**src/rtl/esfa_test_sequencer.sv**
```systemverilog
// Self-test sequencer: fetches NUM_INSTR ROM words, drives the datapath, checks results and reports one status byte over UART.
// Optional build macro ESFA_SEQ_ERR_CONTINUE_EN: report every mismatch and keep running instead of stopping at the first one.
module esfa_test_sequencer #(
    parameter int NUM_INSTR = 1
) (
    input  logic        clk,
    input  logic        rst_n,
    input  logic        start,
    output logic [7:0]  rom_addr,
    input  logic [55:0] rom_data,
    output logic        dut_we,
    output logic [7:0]  dut_index,
    output logic [7:0]  dut_value,
    output logic [7:0]  dut_selector,
    output logic        dut_valid,
    input  logic        res_bool,
    input  logic [7:0]  res_value,
    output logic [7:0]  tx_data,
    output logic        tx_valid,
    input  logic        tx_ready,
    output logic        busy,
    output logic        done,
    output logic        pass
);

    typedef enum logic [2:0] {
        ST_IDLE   = 3'd0,
        ST_FETCH  = 3'd1,
        ST_ISSUE  = 3'd2,
        ST_CHECK  = 3'd3,
        ST_REPORT = 3'd4,
        ST_DONE   = 3'd5
    } state_t;

    localparam logic [7:0] LAST_IDX  = 8'(NUM_INSTR - 1);
    localparam logic [7:0] PASS_BYTE = 8'h3E;
    localparam logic [7:0] FAIL_BYTE = 8'h21;

    state_t     state_r, state_s;
    logic [7:0] rom_addr_r, rom_addr_s;
    logic       dut_we_r, dut_we_s;
    logic [7:0] dut_index_r, dut_index_s;
    logic [7:0] dut_value_r, dut_value_s;
    logic [7:0] dut_selector_r, dut_selector_s;
    logic       dut_valid_r, dut_valid_s;
    logic [7:0] tx_data_r, tx_data_s;
    logic       tx_valid_r, tx_valid_s;
    logic       busy_r, busy_s;
    logic       done_r, done_s;
    logic       pass_r, pass_s;
    logic       final_r, final_s;
    logic       err_seen_r, err_seen_s;
    logic       mismatch_s;
    logic       last_s;
    logic       unused_s;

    assign unused_s = ^{rom_data[55:49], rom_data[39:33], rom_data[7:1]};

    // Next-state and next-output logic; res_* are judged on the edge closing the dut_valid cycle.
    always_comb begin
        state_s        = state_r;
        rom_addr_s     = rom_addr_r;
        dut_we_s       = dut_we_r;
        dut_index_s    = dut_index_r;
        dut_value_s    = dut_value_r;
        dut_selector_s = dut_selector_r;
        dut_valid_s    = 1'b0;
        tx_data_s      = tx_data_r;
        tx_valid_s     = tx_valid_r;
        busy_s         = busy_r;
        done_s         = done_r;
        pass_s         = pass_r;
        final_s        = final_r;
        err_seen_s     = err_seen_r;
        mismatch_s     = rom_data[48] &&
                         ((res_bool != rom_data[32]) || (res_value != rom_data[31:24]));
        last_s         = (rom_addr_r == LAST_IDX);

        case (state_r)
            ST_IDLE, ST_DONE: begin
                if (start) begin
                    state_s    = ST_FETCH;
                    rom_addr_s = 8'd0;
                    busy_s     = 1'b1;
                    done_s     = 1'b0;
                    pass_s     = 1'b0;
                    err_seen_s = 1'b0;
                end else begin
                    state_s = state_r;
                end
            end
            ST_FETCH: begin
                state_s = ST_ISSUE;
            end
            ST_ISSUE: begin
                dut_we_s       = rom_data[0];
                dut_index_s    = rom_data[15:8];
                dut_value_s    = rom_data[23:16];
                dut_selector_s = rom_data[47:40];
                dut_valid_s    = 1'b1;
                state_s        = ST_CHECK;
            end
            ST_CHECK: begin
                if (mismatch_s) begin
                    err_seen_s = 1'b1;
                    tx_data_s  = rom_addr_r;
                    tx_valid_s = 1'b1;
                    state_s    = ST_REPORT;
`ifdef ESFA_SEQ_ERR_CONTINUE_EN
                    final_s    = 1'b0;
`else
                    final_s    = 1'b1;
`endif
                end else if (last_s) begin
                    tx_data_s  = err_seen_r ? FAIL_BYTE : PASS_BYTE;
                    tx_valid_s = 1'b1;
                    final_s    = 1'b1;
                    state_s    = ST_REPORT;
                end else begin
                    rom_addr_s = rom_addr_r + 8'd1;
                    state_s    = ST_FETCH;
                end
            end
            ST_REPORT: begin
                if (tx_ready) begin
                    tx_valid_s = 1'b0;
                    if (final_r) begin
                        state_s = ST_DONE;
                        busy_s  = 1'b0;
                        done_s  = 1'b1;
                        pass_s  = ~err_seen_r;
                    end else if (last_s) begin
                        // A mismatch on the last instruction still owes the closing summary byte.
                        tx_data_s  = FAIL_BYTE;
                        tx_valid_s = 1'b1;
                        final_s    = 1'b1;
                    end else begin
                        rom_addr_s = rom_addr_r + 8'd1;
                        state_s    = ST_FETCH;
                    end
                end else begin
                    tx_valid_s = 1'b1;
                end
            end
            default: begin
                state_s = ST_IDLE;
            end
        endcase
    end

    // State and output registers; async reset drops everything to the idle picture immediately.
    always_ff @(posedge clk or negedge rst_n) begin
        if (!rst_n) begin
            state_r        <= ST_IDLE;
            rom_addr_r     <= 8'd0;
            dut_we_r       <= 1'b0;
            dut_index_r    <= 8'd0;
            dut_value_r    <= 8'd0;
            dut_selector_r <= 8'd0;
            dut_valid_r    <= 1'b0;
            tx_data_r      <= 8'd0;
            tx_valid_r     <= 1'b0;
            busy_r         <= 1'b0;
            done_r         <= 1'b0;
            pass_r         <= 1'b0;
            final_r        <= 1'b0;
            err_seen_r     <= 1'b0;
        end else begin
            state_r        <= state_s;
            rom_addr_r     <= rom_addr_s;
            dut_we_r       <= dut_we_s;
            dut_index_r    <= dut_index_s;
            dut_value_r    <= dut_value_s;
            dut_selector_r <= dut_selector_s;
            dut_valid_r    <= dut_valid_s;
            tx_data_r      <= tx_data_s;
            tx_valid_r     <= tx_valid_s;
            busy_r         <= busy_s;
            done_r         <= done_s;
            pass_r         <= pass_s;
            final_r        <= final_s;
            err_seen_r     <= err_seen_s;
        end
    end

    assign rom_addr     = rom_addr_r;
    assign dut_we       = dut_we_r;
    assign dut_index    = dut_index_r;
    assign dut_value    = dut_value_r;
    assign dut_selector = dut_selector_r;
    assign dut_valid    = dut_valid_r;
    assign tx_data      = tx_data_r;
    assign tx_valid     = tx_valid_r;
    assign busy         = busy_r;
    assign done         = done_r;
    assign pass         = pass_r;

endmodule
```
**config.mk**
```make
export PLATFORM = sky130hd
export DESIGN_NAME = esfa_test_sequencer
export DESIGN_NICKNAME = d
export VERILOG_FILES = /design/src/rtl/esfa_test_sequencer.sv
export SDC_FILE = /design/constraint.sdc
export NUM_CORES = 1
export LEC_CHECK = 0
export ABC_AREA = 1
export CAP_MARGIN = 10
export CORE_MARGIN = 3
export CORE_UTILIZATION = 45
export CTS_CLUSTER_DIAMETER = 50
export DETAILED_ROUTE_END_ITERATION = 12
export GPL_TIMING_DRIVEN = 0
export PLACE_DENSITY = 0.86
export SETUP_SLACK_MARGIN = 0.4
export SLEW_MARGIN = 30
export SYNTH_ARGS = -nofsm -noshare
export SYNTH_HDL_FRONTEND = slang
export SYNTH_SLANG_ARGS = --single-unit
export TNS_END_PERCENT = 10
```
**constraint.sdc**
```tcl
create_clock -name clk -period 3.7 [get_ports clk]
set_input_delay 0.37 -clock clk [delete_from_list [all_inputs] [get_ports clk]]
set_output_delay 0.37 -clock clk [all_outputs]
set_load 0.03 [all_outputs]
```
==> results of run 1 <==
[cell type report]
class                   instances  area, um2  share of cell area, %
well taps                      70       87.6                   2.38
clock buffers                   6       82.6                   2.24
multi-input cells             232       1100                   30.0
repair buffers                 95        958                   26.1
plain buffers                   6       35.0                  0.952
clock inverters                 2       38.8                   1.05
inverters                      26       97.6                   2.65
flip-flops and latches         51       1280                   34.7
[state kept, by name (all words and copies together), names as in the netlist, 3 cells and up]
signal        flops
dut_index         8
dut_selector      8
dut_value         8
rom_addr          8
state_r           3
tx_data           8
[cells in the mapped netlist]
library cell / n
o21ai_2: 7
ha_1: 2
nand3_2: 2
inv_2: 4
nor3_1: 1
nand4_1: 2
nand2_1: 142
or2_1: 1
nor3_4: 1
nand2_4: 1
o21ai_0: 4
a21oi_1: 2
nand2_2: 8
nand3b_1: 1
nor2_4: 1
o21a_1: 1
o211ai_1: 1
buf_2: 1
buf_8: 1
nor2_1: 20
o22ai_1: 2
dfrtp_1: 51
xnor2_1: 4
xor2_1: 5
o21ai_1: 4
buf_1: 2
nand3_1: 15
a21oi_2: 2
clkinv_1: 2
inv_1: 20
clkbuf_1: 2
nor2_2: 3
[metrics by stage]
stage	worst slack [ps]	power (mW)	hold WS [ps]	util, %
after global placement	771	2.60	460	67.4
final	1800	3.07	479	70.2
after global routing	1710	3.27	485	70.2
after floorplan	2030	2.01	74.4	-
after detailed placement	1600	2.66	256	67.7
after CTS	1810	3.09	456	70.2
[path summary, 6_finish.rpt]
path	startpoint	to	slack (ps)	cells after the start
worst max-delay path	rom_addr[5]$_DFFE_PN0P_	rom_addr[5]	1800	1
worst min-delay path	rst_n	dut_index[3]$_DFFE_PN0P_	480	2
worst max register to register	state_r[2]$_DFFE_PN0P_	rom_addr[5]$_DFFE_PN0P_	1980	11
worst min register to register	dut_index[7]$_DFFE_PN0P_	dut_index[7]$_DFFE_PN0P_	490	2
max in group asynchronous	rst_n	tx_data[7]$_DFFE_PN0P_	2760	3
min in group clk	dut_index[7]$_DFFE_PN0P_	dut_index[7]$_DFFE_PN0P_	490	2
[power breakdown]
group / total [mW] / switching [mW] / internal (mW)
registers: 0.908 / 0.131 / 0.777
clock network: 0.418 / 0.195 / 0.223
logic: 1.74 / 1.08 / 0.659
total: 3.07 / 1.41 / 1.66
[cells in the final DEF, fill, tap and decap left out, drive strengths merged, types with 2 or more instances in the layout]
master | Yosys | routed
a21oi | 4 | 4
buf | 4 | 6
clkbuf | 2 | 8
clkdlybuf4s50 | 0 | 92
clkinv | 2 | 2
dfrtp | 51 | 51
ha | 2 | 2
inv | 24 | 25
nand2 | 151 | 151
nand3 | 17 | 17
nand4 | 2 | 2
nor2 | 24 | 24
nor3 | 2 | 2
o21ai | 15 | 15
o22ai | 2 | 2
xnor2 | 4 | 4
xor2 | 5 | 5
[kinds of logic after synthesis]
logic type,synth area share (%)
and+or+nand+nor,33.5
DFF,50.8
buffers and inverters,5.28
AOI/OAI and AO/OA,6.23
xor gates and xnor gates,3.14
adders and majority gates,0.996
[routing by layer]
layer	share of wire [%]	up-vias	GRT usage, %
met5	0	-	0
li1	-	1184	-
met4	2.5	0	7.43
met2	54	55	35.7
met1	40	1108	26.3
met3	3.2	19	4.37
[what timing repair did]
action / in CTS / in global routing
endpoints found under the hold margin: 16 / 0
gates resized for setup: 0 / 0
hold buffers: 1 / 0
setup buffers: 0 / 0
==> impl_metrics.toml, run 1 <==
[route]
drc = 0
wirelength_um = 6580
routedWlPerCell_um = 13.5
vias = 2366
drtAntennaViolNets = 0
drt_iter0_markers = 162
viasPerCell = 4.85
dr.pass1.iters = 4

[clocking]
cts.htree.levels = 2
cts_tree = "yes"
clock_latency_ps = 310
root_buffer = "clkbuf_8"
clock_path_buffers = 2
cts_buffers = 5
cts_sinks = 51
clk_pin_slew_ps = 100

[timing]
slew_violations = 0
rsz0062_at_grt = "false"
clock_skew_ps = 5.52
fmax_mhz = 527
worstMarginPinSlew_ps = 439
period_minus_slack_ps = 1900
period_share_pct = 51.3
tns_ps = 0
finalSetupViolations = 0
max_slew_margin_pct = 70.7
hold_violations = 0

[layout]
drive_gt1_share_pct = 9.81
n_fill_cell = 398
n_antenna_cell = 0
nets = 488
synthToLayoutAreaGrowth_pct = 46.5
design_area_um2 = 3680
stdcell_count = 488

[critical_path]
critPathMaxFanout = 8
cpMaxStageDelayCell = "clkdlybuf4s50_1"
crit_required_ps = 3330
critPathTopFamily = "buffers and inverters"
max_stage_delay_ps = 720
critical_path_class = "reg -> out"
cp.buffers_inverters = 1
cp.arrival_ps = 1530
cp-end-kind = "primary output"
start_kind = "flip-flop"
crit_chain = "clkdlybuf4s50_1"

[yosys]
syn_nets = 386
synth_top_area_share_pct = 50.8
synth_seq_cells = 51
syn_inst = 315
synth_area_leaders = "dfrtp_1, nand2_1, inv_1"
synth_warnings = 0
avgSynthCellArea_um2 = 7.97
synthesis.area_um2 = 2510
synth_top_area_cell = "dfrtp_1"
ys_seq_area_share_pct = 50.8
yosysUniqueCellTypes = 32

[floorplanning]
chipWidth_um = 80.7
ios = 115
core_um2 = 5240
die_area_um2 = 6510
die_h_um = 80.7
num_rows = 26
initial_core_util_pct = 47.9

[grt]
grt_usage_pct = 20.9
antenna_found_initial = 0
first_global_vias = 2341
grt_pass1_wl_um = 10600
grt_overflow_total = 0
grt_max_degree = 36

[placed_design]
portBuffers = 93
placed_cell_area_um2 = 3550
post-place-cells = 479
place_hpwl_um = 5040
place.gp.congestion = 0.865

[status]
status = "complete, no violations"

[pwr]
power_density_nw_per_um2 = 834
ir_drop_v = 0.000491
leakagePower_nw = 1.79

[job]
drv_cap = 0

[hold_path]
hp-class = "in -> async"
Note: power is estimated with default switching activity, not from simulation.
==> run 2, diff against run 1 <==
CORE_UTILIZATION = 41   (was 45)
PLACE_DENSITY = 0.79   (was 0.86)
clock period = 1.9 ns   (was 3.7 ns; I/O delays follow)
==> impl_metrics.toml, run 2 (synthesis results as in run 1) <==
[route]
drc = 0
drtAntennaViolNets = 0
routedWlPerCell_um = 13.8
dr.pass1.iters = 4
vias = 2483
viasPerCell = 4.80
drt_iter0_markers = 137
wirelength_um = 7150

[layout]
drive_gt1_share_pct = 20.7
layout_commonest_cell = "nand2_1"
fin_util_pct = 69.9
final_cell_mix = "nand2_1, clkdlybuf4s50_1, dfrtp_1"
nets = 515
n_fill_cell = 426
stdcell_count = 517
n_antenna_cell = 0
synthToLayoutAreaGrowth_pct = 58.9

[critical_path]
start_kind = "flip-flop"
cp.arrival_ps = 1510
max_stage_delay_ps = 660
crit_required_ps = 1710
r2r_setup_slack_ps = 250
critical_path_class = "reg -> out"
critPathTopFamily = "buffers and inverters"
crit_chain = "buf_4 -> clkdlybuf4s50_1"
cpMaxStageDelayCell = "clkdlybuf4s50_1"
cp-end-kind = "primary output"
critPathMaxFanout = 4
cp.buffers_inverters = 2

[clocking]
root_buffer = "clkbuf_8"
cts.htree.levels = 2
clock_path_buffers = 2
cts_sinks = 51
clk_pin_slew_ps = 100
cts_buffers = 5
cts_tree = "yes"
clock_latency_ps = 310

[hold_path]
hp-class = "in -> async"

[timing]
tns_ps = 0
hold_violations = 0
worstMarginPinSlew_ps = 453
hold-worst-slack_ps = 260
period_minus_slack_ps = 1700
period_share_pct = 89.2
finalSetupViolations = 0
fmax_mhz = 590
clock_skew_ps = 9.31
slew_violations = 0
rsz0062_at_grt = "true"
max_slew_margin_pct = 69.8

[floorplanning]
ios = 115
core_um2 = 5710
chipWidth_um = 84.3
num_rows = 27
die_h_um = 84.3
die_area_um2 = 7100
initial_core_util_pct = 44.0

[pwr]
power_density_nw_per_um2 = 1650
ir_drop_v = 0.00104
leakagePower_nw = 1.94
p_total_mw = 6.59

[placed_design]
portBuffers = 93
post-place-cells = 481
place_hpwl_um = 4950
place.gp.congestion = 0.796

[grt]
grt_usage_pct = 20.1
grt_max_degree = 38
first_global_vias = 2505
grt_overflow_total = 0
grt_pass1_wl_um = 11700
antenna_found_initial = 0

[job]
drv_cap = 0

[status]
status = "complete, no violations"
run 2: cell count changes in the layout (fill, tap and decap cells not counted), sizes merged:
cell,delta
clkinvlp,+1
dlygate4sd2,+1
buf,+27
clkdlybuf4s50,-1
clkbuf,-1
run 2: final timing paths:
path	cells after the start	to	start
max	2	rom_addr[6]	rom_addr[6]$_DFFE_PN0P_
max reg2reg	11	rom_addr[3]$_DFFE_PN0P_	rom_addr[7]$_DFFE_PN0P_
max in group asynchronous	3	rom_addr[1]$_DFFE_PN0P_	rst_n
min in group clk	3	dut_index[5]$_DFFE_PN0P_	rom_data[13]
min reg2reg	2	dut_selector[3]$_DFFE_PN0P_	dut_selector[3]$_DFFE_PN0P_
min	2	dut_value[6]$_DFFE_PN0P_	rst_n
run 2: layout make-up:
cell class | instances | area (um2) | area share (%)
Multi-Input combinational cell | 232 | 1170 | 29.3
Inverter | 26 | 101 | 2.54
Sequential cell | 51 | 1290 | 32.3
Clock buffer | 5 | 68.8 | 1.72
Tap cell | 72 | 90.1 | 2.26
Buffer | 6 | 41.3 | 1.03
Timing Repair Buffer | 122 | 1190 | 29.8
Clock inverter | 3 | 46.3 | 1.16
run 2: stage by stage:
stage,worst slack (ps),cell area (um2)
2_1_floorplan,308,2520
3_3_place_gp,-1080,3540
3_5_place_dp,-39.9,3560
4_1_cts,279,3920
5_1_grt,146,3990
6_report,205,3990
run 2: where the power goes:
part / internal, mW / switching (mW)
clock: 0.397 / 0.389
combinational: 1.72 / 2.31
sequential: 1.52 / 0.261
total: 3.64 / 2.96
run 2: repair_timing:
| action | CTS | global route |
|---|---|---|
| buffers inserted | 18 | 7 |
| pin swaps | 3 | 5 |
| hold buffers | 1 | 0 |
| hold endpoints to repair | 14 | 0 |
| gates cloned | 2 | 0 |
| endpoints found under the setup margin | 88 | 88 |
| gates resized for setup | 23 | 8 |
run 2: layer usage:
layer	track usage, %	vias up	routed length (um)	part of all wire [%]
li1	-	1238	-	-
met1	25.0	1180	2910	41
met2	35.5	56	3870	54
met3	3.93	9	298	4.2
met4	5.41	0	76	1.1
met5	0	-	0	0
